--- src/rtl/csv_tokenizer_pkg.sv ---
// Shared types and constants for the CSV byte-stream tokenizer.
package csv;

  // Token kinds carried on out_kind.
  typedef enum logic [1:0] {
    TOK_CHAR       = 2'd0,
    TOK_END_FIELD  = 2'd1,
    TOK_END_RECORD = 2'd2
  } token_kind_e;

  // Parser states; exposed on fsm_state for observation.
  typedef enum logic [2:0] {
    FIELD_START = 3'd0,
    UNQUOTED    = 3'd1,
    QUOTED      = 3'd2,
    QUOTE_SEEN  = 3'd3,
    RESYNC      = 3'd4
  } state_e;

  localparam logic [7:0]  CSV_LF            = 8'h0A;
  localparam logic [7:0]  CSV_CR            = 8'h0D;
  localparam logic [7:0]  CSV_DEFAULT_DELIM = 8'h2C;
  localparam logic [7:0]  CSV_DEFAULT_QUOTE = 8'h22;
  localparam logic [15:0] CSV_ERR_MAX       = 16'hFFFF;

endpackage

--- src/rtl/csv_tokenizer.sv ---
// CSV tokenizer: turns a raw byte stream into CHAR / END_FIELD /
// END_RECORD tokens, handling quoted fields and "" escapes.
//
// Handshake: a byte moves on in_valid && in_ready, a token moves on
// out_valid && out_ready. There is one output register, so a new byte
// can be taken whenever that register is empty or being drained in
// the same cycle. Bytes that produce no token are still accepted and
// leave the output register alone. in_ready is also forced high while
// rst_n is low, since the output register is being cleared anyway.
module csv_tokenizer
  import csv::*;
#(
  parameter logic [7:0] DELIM = CSV_DEFAULT_DELIM,
  parameter logic [7:0] QUOTE = CSV_DEFAULT_QUOTE
) (
  input  logic        clk,
  input  logic        rst_n,
  input  logic        in_valid,
  output logic        in_ready,
  input  logic [7:0]  in_data,
  output logic        out_valid,
  input  logic        out_ready,
  output token_kind_e out_kind,
  output logic [7:0]  out_data,
  output logic        err,
  output logic [15:0] err_count,
  output state_e      fsm_state
);

  state_e      state_q;
  state_e      state_d;
  logic        emit;
  token_kind_e kind_d;
  logic [7:0]  data_d;
  logic        syntax_err;
  logic        accept;

  logic        out_valid_q;
  token_kind_e out_kind_q;
  logic [7:0]  out_data_q;
  logic        err_q;
  logic [15:0] err_count_q;

  assign in_ready  = !rst_n || !out_valid_q || out_ready;
  assign accept    = in_valid && in_ready;
  assign out_valid = out_valid_q;
  assign out_kind  = out_kind_q;
  assign out_data  = out_data_q;
  assign err       = err_q;
  assign err_count = err_count_q;
  assign fsm_state = state_q;

  // Next-state and token decode for the byte currently on in_data.
  always_comb begin
    state_d    = state_q;
    emit       = 1'b0;
    kind_d     = TOK_CHAR;
    data_d     = 8'h00;
    syntax_err = 1'b0;
    case (state_q)
      FIELD_START: begin
        if (in_data == QUOTE) begin
          state_d = QUOTED;
        end else if (in_data == DELIM) begin
          emit   = 1'b1;
          kind_d = TOK_END_FIELD;
        end else if (in_data == CSV_LF) begin
          emit   = 1'b1;
          kind_d = TOK_END_RECORD;
        end else if (in_data == CSV_CR) begin
          state_d = FIELD_START;
        end else begin
          emit    = 1'b1;
          kind_d  = TOK_CHAR;
          data_d  = in_data;
          state_d = UNQUOTED;
        end
      end
      UNQUOTED: begin
        if (in_data == DELIM) begin
          emit    = 1'b1;
          kind_d  = TOK_END_FIELD;
          state_d = FIELD_START;
        end else if (in_data == CSV_LF) begin
          emit    = 1'b1;
          kind_d  = TOK_END_RECORD;
          state_d = FIELD_START;
        end else if (in_data == CSV_CR) begin
          state_d = UNQUOTED;
        end else if (in_data == QUOTE) begin
          // A quote inside an unquoted field is malformed.
          syntax_err = 1'b1;
        end else begin
          emit   = 1'b1;
          kind_d = TOK_CHAR;
          data_d = in_data;
        end
      end
      QUOTED: begin
        if (in_data == QUOTE) begin
          state_d = QUOTE_SEEN;
        end else begin
          // Separators and line endings are literal inside quotes.
          emit   = 1'b1;
          kind_d = TOK_CHAR;
          data_d = in_data;
        end
      end
      QUOTE_SEEN: begin
        if (in_data == QUOTE) begin
          // Doubled quote is an escaped literal quote.
          emit    = 1'b1;
          kind_d  = TOK_CHAR;
          data_d  = QUOTE;
          state_d = QUOTED;
        end else if (in_data == DELIM) begin
          emit    = 1'b1;
          kind_d  = TOK_END_FIELD;
          state_d = FIELD_START;
        end else if (in_data == CSV_LF) begin
          emit    = 1'b1;
          kind_d  = TOK_END_RECORD;
          state_d = FIELD_START;
        end else if (in_data == CSV_CR) begin
          state_d = QUOTE_SEEN;
        end else begin
          syntax_err = 1'b1;
        end
      end
      RESYNC: begin
        // Skip the rest of a broken record; the newline still closes it.
        if (in_data == CSV_LF) begin
          emit    = 1'b1;
          kind_d  = TOK_END_RECORD;
          state_d = FIELD_START;
        end
      end
      default: begin
        state_d = FIELD_START;
      end
    endcase
    if (syntax_err) begin
      state_d = RESYNC;
    end
  end

  // Parser state register; moves only on an accepted byte.
  always_ff @(posedge clk) begin
    if (!rst_n) begin
      state_q <= FIELD_START;
    end else if (accept) begin
      state_q <= state_d;
    end
  end

  // Single output register: load on a token-producing byte, clear on drain.
  always_ff @(posedge clk) begin
    if (!rst_n) begin
      out_valid_q <= 1'b0;
      out_kind_q  <= TOK_CHAR;
      out_data_q  <= 8'h00;
    end else if (accept && emit) begin
      out_valid_q <= 1'b1;
      out_kind_q  <= kind_d;
      out_data_q  <= data_d;
    end else if (out_valid_q && out_ready) begin
      out_valid_q <= 1'b0;
    end
  end

  // Sticky error flag and saturating error counter.
  always_ff @(posedge clk) begin
    if (!rst_n) begin
      err_q       <= 1'b0;
      err_count_q <= 16'h0000;
    end else if (accept && syntax_err) begin
      err_q <= 1'b1;
      if (err_count_q != CSV_ERR_MAX) begin
        err_count_q <= err_count_q + 16'd1;
      end
    end
  end

endmodule
--- config.mk ---
export PLATFORM = sky130hd
export DESIGN_NAME = csv_tokenizer
export DESIGN_NICKNAME = d
export VERILOG_FILES = /design/src/rtl/csv_tokenizer_pkg.sv /design/src/rtl/csv_tokenizer.sv
export SDC_FILE = /design/constraint.sdc
export NUM_CORES = 1
export LEC_CHECK = 0
export BUFFER_PORTS_ARGS = -buffer_cell sky130_fd_sc_hd__buf_4
export CAP_MARGIN = 15
export CELL_PAD_IN_SITES_DETAIL_PLACEMENT = 1
export CELL_PAD_IN_SITES_GLOBAL_PLACEMENT = 2
export CORE_ASPECT_RATIO = 1.25
export CORE_MARGIN = 8
export CORE_UTILIZATION = 30
export CTS_CLUSTER_SIZE = 10
export DETAILED_ROUTE_END_ITERATION = 12
export PLACE_DENSITY = 0.82
export RECOVER_POWER = 25
export SLEW_MARGIN = 5
export SYNTH_ARGS = -nofsm -noshare
export SYNTH_HDL_FRONTEND = slang
export SYNTH_SLANG_ARGS = --single-unit
--- constraint.sdc ---
create_clock -name clk -period 2.87 [get_ports clk]
set_input_delay 0.574 -clock clk [delete_from_list [all_inputs] [get_ports clk]]
set_output_delay 0.574 -clock clk [all_outputs]
set_load 0.005 [all_outputs]
== Word-level counts from Yosys, hierarchy flattened ==
Index checks and enable logic that the tools add are counted.

* Bits in registers: 31
* Output and inout port bits: 32

* Add/subtract/negate cells: 1
* Eq/ne operators: 15
* Muxes and demuxes: 51
* Reduce and logical (&&, ||, !) cells: 13

{| class="wikitable"
|+ Operators by type and width
! cell !! count
|-
| $mux 8 || 8
|-
| $mux 3 || 13
|-
| $pmux 8 s4 || 1
|-
| $mux 1 || 21
|-
| $add 16x1->16 const B || 1
|-
| $eq 8x4->1 const B || 2
|-
| $eq 8x6->1 const B || 2
|-
| $ne 16x16->1 const B || 1
|-
| $pmux 3 s5 || 1
|-
| $ne 4x4->1 const B || 2
|-
| $reduce_and 7->1 || 1
|-
| $eq 3x2->1 const B || 2
|-
| $mux 2 || 3
|-
| $mux 6 || 1
|-
| $ne 3x3->1 const B || 2
|-
| $ne 6x6->1 const B || 1
|-
| $pmux 2 s3 || 1
|-
| $ne 5x5->1 const B || 1
|-
| $pmux 1 s5 || 1
|-
| $logic_and 1x1->1 || 4
|-
| $eq 3x1->1 const B || 1
|-
| $eq 3x3->1 const B || 1
|-
| $logic_not 3->1 || 1
|-
| $logic_not 1->1 || 2
|-
| other kinds (5) || 6
|}

== Depth between registers and ports, before layout ==
* Depth in word-level cells: 8
* Mapped depth: 9
* Mapped depth without buffers: 7

== Least setup slack after synthesis ==
OpenSTA, ideal clock, no wires.

* Kind: input to register
* Start: in in_data[5]
* End: reg err_count_q[6] (netlist: err_count[6])
* Library setup time: 0.135 ns
* Arrival time: 2.176 ns
* Required time: 2.735 ns
* Path slack: 0.559 ns
* Stages: 8
* Buffers on the path: 2
* Cells stage by stage: buf_2 > and4b_1 > o31a_1 > o31ai_4 > o211ai_4 > buf_2 > o311ai_0 > o41ai_1

* Longest elaborated chain between the ends: 8

{| class="wikitable"
|+ RTL lines
! element !! RTL line !! RTL
|-
| from (decl) || csv_tokenizer.sv:20 || <nowiki>input logic [7:0] in_data,</nowiki>
|-
| $eq 8x4->1 / $eq 8x6->1 (equally long branches) || - ||
|-
| $mux 1, on equally long branches || csv_tokenizer.sv:124, csv_tokenizer.sv:90 ||
|-
| $mux 1, on equally long branches || csv_tokenizer.sv:120, csv_tokenizer.sv:88 ||
|-
| $mux 1, on equally long branches || csv_tokenizer.sv:116, csv_tokenizer.sv:84 ||
|-
| $mux 1, on equally long branches || csv_tokenizer.sv:110, csv_tokenizer.sv:80 ||
|-
| $pmux 1 s2 (*) || csv_tokenizer.sv:60 || <nowiki>case (state_q)</nowiki>
|-
| $logic_and 1x1->1 (*) || csv_tokenizer.sv:176 || <nowiki>end else if (accept && syntax_err) begin</nowiki>
|-
| $reduce_and 2->1 (no line) (*) || - ||
|-
| to (signal assigned) || csv_tokenizer.sv:179 || <nowiki>err_count_q <= err_count_q + 16'd1;</nowiki>
|-
| to (decl) || csv_tokenizer.sv:42 || <nowiki>logic [15:0] err_count_q;</nowiki>
|}

Mark *: on every way between the ends. The rest lies on a longest branch, timed or not.
A chain may end at the register's enable or synchronous reset.

== Worst setup path in the final report ==
* Start: in in_data[5]
* End: reg out_data_q[7] (netlist: out_data[7])

* Longest elaborated chain between the ends: 7

{| class="wikitable"
|+ RTL lines
! element !! RTL line !! RTL
|-
| $eq 8x6->1 / $eq 8x4->1 (equally long branches) || - ||
|-
| $mux 1, on equally long branches || csv_tokenizer.sv:90, csv_tokenizer.sv:100, csv_tokenizer.sv:70 ||
|-
| $mux 1, on equally long branches || csv_tokenizer.sv:88, csv_tokenizer.sv:67 ||
|-
| $mux 1, on equally long branches || csv_tokenizer.sv:84, csv_tokenizer.sv:64 ||
|-
| $mux 1, on equally long branches || csv_tokenizer.sv:80, csv_tokenizer.sv:62 ||
|-
| $pmux 1 s5 || csv_tokenizer.sv:60 ||
|-
| $logic_and 1x1->1 || csv_tokenizer.sv:162 || <nowiki>end else if (accept && emit) begin</nowiki>
|-
| to (signal assigned) || csv_tokenizer.sv:165 || <nowiki>out_data_q <= data_d;</nowiki>
|-
| to (decl) || csv_tokenizer.sv:40 || <nowiki>logic [7:0] out_data_q;</nowiki>
|}

Parallel ways exist; a longest one is shown, timed or not.

==> impl_results.rst <==
.. list-table::
   :header-rows: 1

   * - Metric
     - Value
   * - Status
     - finished, final reports clean
   * - Arrival time of data at the critical path endpoint
     - 2.57 ns
   * - Syn Std Cell Area
     - between 0.0015 and 0.002 mm2
   * - RSZ-0062 raised after global routing
     - false
   * - Gr ovfl total
     - 0
   * - Combinational Power Share
     - between 10% and 20%
   * - H-Tree Depth
     - 2
   * - Slew margin rel.
     - roughly three fifths
   * - Cell with the most instances after synthesis
     - sky130_fd_sc_hd__dfxtp_1
   * - Worst min-delay path endpoint
     - out_data[2]$_SDFFE_PN0P_
   * - Final weighted congestion in routability-driven placement
     - about 0.89
   * - Vias per cell
     - 5.33
   * - Number of nets in the synthesized netlist
     - ~250
   * - Worst-path maximum fanout
     - 19
   * - Startpoint of the lowest-slack register-to-register path
     - fsm_state[1]$_SDFFE_PN0P_
   * - Biggest area contributors in the synthesized netlist
     - sky130_fd_sc_hd__dfxtp_1 (33%), sky130_fd_sc_hd__nand2_1 (5.9%), sky130_fd_sc_hd__o21ai_0 (3.8%), sky130_fd_sc_hd__o31ai_1 (3.6%), sky130_fd_sc_hd__mux2i_1 (3.2%)
   * - Worst hold path depth
     - 2
   * - Vias in the first global route
     - approximately 2000
   * - Pin slew with the least headroom to its limit
     - around 0.62 ns
   * - Maximum clock frequency
     - approximately 420 MHz
   * - Count of yosys warnings during synthesis
     - 0
   * - Height of the chip
     - just over 100 um
   * - Clock latency at the later pin of the worst-skew pair
     - about 0.28 ns
   * - Crit share post-route
     - roughly 83%
   * - Count of input and output buffers
     - between 40 and 50
   * - Yosys top cell area share
     - around a third
   * - Net Switching
     - approximately 0.24 mW
   * - Detailed-placement wirelength estimate
     - approximately 4.3 mm
   * - Number of enable-type register cells in the synthesized netlist
     - 0
   * - Largest net degree at the start of global routing
     - 38
   * - Type of destination of the critical path
     - register
   * - Net switching share of the total power
     - a little under a quarter
   * - Synthesized instance count
     - between 200 and 250
   * - Most frequently used flop master after synthesis
     - sky130_fd_sc_hd__dfxtp_1
   * - Core ar.
     - between 0.006 and 0.007 mm2
   * - Startpoint of the worst hold path
     - out_data[2]$_SDFFE_PN0P_
   * - Fraction of registers with async set/reset
     - 0%
   * - Starting Density
     - between 30% and 40%
   * - Mean instance size in the synthesized netlist
     - around 8.0 um2
   * - Sequential-to-total area share from yosys stat
     - around a third
   * - Layout cells sized above 1
     - a little under a quarter
   * - Max Cap Viol
     - 0
   * - Horizontal die dimension
     - approximately 86 um
   * - First-pass iteration count of the detailed router
     - 4
   * - Pwr per Cell Area
     - ~430 mW/mm2
   * - Layout overhead on the synthesized area
     - 28.1%
   * - Category of the critical setup timing path
     - in2reg
   * - VDD IR-drop max
     - slightly below 0.0002 V
   * - Register clock-pin slew on the reported worst setup and hold paths
     - roughly 0.07 ns
   * - Fin area
     - 0.00237 mm2
   * - Post-CTS sizing
     - 0
   * - First-pass GRT wire length
     - 9.48 mm
   * - Leading post-synthesis cells by instance count
     - sky130_fd_sc_hd__dfxtp_1 (31), sky130_fd_sc_hd__nand2_1 (29), sky130_fd_sc_hd__nor2_1 (14), sky130_fd_sc_hd__o21ai_0 (14), sky130_fd_sc_hd__nand3_1 (11)
   * - Ports
     - 44
   * - R2R depth
     - 6
   * - Leakage Power
     - 0.912 nW
   * - Worst slack after detailed placement
     - a little over 0.2 ns
   * - Final Hold Viols
     - 0
   * - Endpoints failing setup
     - 0
   * - Slew Viols, Final
     - 0
   * - Floorplan die area
     - 0.00897 mm2
   * - Routed len/inst
     - roughly 16 um
   * - RR Endpoint
     - out_data[7]$_SDFFE_PN0P_
   * - Total internal power
     - 0.773 mW
   * - CTS root buf
     - sky130_fd_sc_hd__clkbuf_8
   * - Antenna violations before repair
     - 0
   * - Drt initial violations
     - slightly below 90
   * - Flip-flop and latch count after synthesis
     - 31
   * - Total DRC errors in the routed layout
     - 0
   * - Required time of the worst setup path
     - around 3 ns
   * - Combined global-route utilization of all metal layers
     - between 10% and 20%
   * - Routed WL
     - ~5.7 mm
   * - Net count of the finished layout
     - around 290
   * - Critical path launch point type
     - input port
   * - Final Critical Period
     - approximately 2.4 ns
   * - Sequential fraction of design power
     - 43.9%
   * - Clock tree from TritonCTS
     - done
   * - Post-CTS Setup Inserts
     - 0
   * - Final worst-path setup slack
     - 0.475 ns
   * - Hold crit path type
     - reg2reg
   * - Post-route insts no fill
     - between 300 and 400
   * - Remaining antenna violation count
     - 0
   * - Number of buffers inserted for hold repair after clock tree synthesis
     - 0
   * - Number of different library cells in the post-synthesis netlist
     - 47
   * - Diodes inserted
     - 0
   * - Worst-case clock skew
     - roughly 0.0087 ns
   * - Largest area contributor in the synthesized netlist
     - sky130_fd_sc_hd__dfxtp_1
   * - Sum of negative setup slack
     - 0 ns
   * - Clock Sinks
     - 31
   * - Clock share of power
     - about 44%
   * - Final Util
     - 39.0%
   * - Number of standard-cell rows in the floorplan
     - 32
   * - Longest Clk Path Bufs
     - 2
   * - Worst-case register-to-register setup slack
     - 0.60 ns
   * - Placed inst area
     - roughly 0.0023 mm2
   * - Count of vias placed by the detailed router
     - between 1500 and 2000
   * - Number of cells in the design after placement
     - roughly 350
   * - Total clock buffers created by CTS
     - 5
==> how the worst max path moves through the flow <==
| stage | startpoint | to | slack [ns] | cells past startpoint |
|---|---|---|---|---|
| after floorplan | in_data[5] | err_count[6]$_SDFFE_PN0P_ | 0.56 | 8 |
| after global routing | in_data[5] | out_data[7]$_SDFFE_PN0P_ | 0.35 | 7 |
| after global placement | in_data[2] | err_count[7]$_SDFFE_PN0P_ | 0.28 | 8 |
| after detailed placement | in_data[5] | out_data[7]$_SDFFE_PN0P_ | 0.20 | 7 |
| final | in_data[5] | out_data[7]$_SDFFE_PN0P_ | 0.47 | 7 |
| after CTS | in_data[5] | out_data[7]$_SDFFE_PN0P_ | 0.50 | 7 |
==> cell usage in the layout (no fill, tap or decap), types with 2 or more instances in the layout <==
master	instances
sky130_fd_sc_hd__and4bb_2	2
sky130_fd_sc_hd__buf_4	33
sky130_fd_sc_hd__nand4_1	4
sky130_fd_sc_hd__nand2b_1	8
sky130_fd_sc_hd__mux2i_1	6
sky130_fd_sc_hd__nand3_1	11
sky130_fd_sc_hd__a31o_2	3
sky130_fd_sc_hd__nor4bb_1	2
sky130_fd_sc_hd__dfxtp_1	31
sky130_fd_sc_hd__nor2_1	14
sky130_fd_sc_hd__and4b_1	2
sky130_fd_sc_hd__nor4_1	2
sky130_fd_sc_hd__o211ai_1	4
sky130_fd_sc_hd__clkbuf_8	6
sky130_fd_sc_hd__nor3b_1	2
sky130_fd_sc_hd__inv_1	6
sky130_fd_sc_hd__or3_1	7
sky130_fd_sc_hd__clkbuf_4	15
sky130_fd_sc_hd__o311ai_0	2
sky130_fd_sc_hd__nor3_1	5
sky130_fd_sc_hd__a21boi_0	5
sky130_fd_sc_hd__and2_1	3
sky130_fd_sc_hd__a31oi_1	4
sky130_fd_sc_hd__o41ai_1	2
sky130_fd_sc_hd__o21ai_0	14
sky130_fd_sc_hd__a21oi_1	8
sky130_fd_sc_hd__nand2_1	29
sky130_fd_sc_hd__nor2b_1	6
sky130_fd_sc_hd__o31ai_1	9
sky130_fd_sc_hd__and3_1	4
sky130_fd_sc_hd__o21a_1	5
sky130_fd_sc_hd__o31a_1	3
==> cells by family after synthesis <==
kind of cell / Yosys count / share of synthesized area [%]
buf+inv: 21 / 4.66
compound gates: 66 / 25.8
mux: 6 / 3.24
fa+ha+maj: 2 / 1.21
simple gates: 106 / 31.1
xor+xnor: 1 / 0.472
flops: 31 / 33.5
==> layer usage <==
metal / vias up / global-route usage (%) / wire length (um)
met5: - / 0 / 0
met4: 0 / 4.94 / 103
met3: 10 / 3.32 / 250
met2: 43 / 22.3 / 2930
met1: 922 / 14.2 / 2370
li1: 937 / - / -
==> registers in the layout (all words and copies together), names as in the netlist <==
register,cells
err,1
err_count,16
fsm_state,3
out_data,8
out_kind,2
out_valid,1
==> critical path: stages <==
cell and delay [ns]:
sky130_fd_sc_hd__buf_4 0.15, sky130_fd_sc_hd__nor4bb_1 0.47, sky130_fd_sc_hd__o311ai_0 0.25, sky130_fd_sc_hd__o22ai_1 0.21, sky130_fd_sc_hd__o21a_1 0.54, sky130_fd_sc_hd__nor2_1 0.13
sky130_fd_sc_hd__a31o_2 0.24
==> layout make-up <==
cell class / count / area, um2
fill: 782 / 3710
multi-input combinational: 181 / 1150
sequential: 31 / 621
timing repair buffer: 48 / 360
tap: 85 / 106
clock buffer: 6 / 82.6
clock inverter: 2 / 35.0
inverter: 6 / 22.5
==> through the flow <==
stage	total power, mW	hold slack [ns]
after floorplan	0.527	0.452
after global placement	0.578	0.451
after detailed placement	0.579	0.458
after CTS	1.03	0.468
after global routing	1.06	0.500
final	1.01	0.458
==> power groups by stage <==
stage          clock [mW]  combinational [mW]  sequential (mW)
3_5_place_dp            0               0.124            0.455
3_3_place_gp            0               0.123            0.455
2_1_floorplan           0              0.0708            0.456
5_1_grt             0.482               0.135            0.446
6_report            0.447               0.122            0.445
4_1_cts             0.463               0.124            0.445
Power figures use the tool's default switching activity.
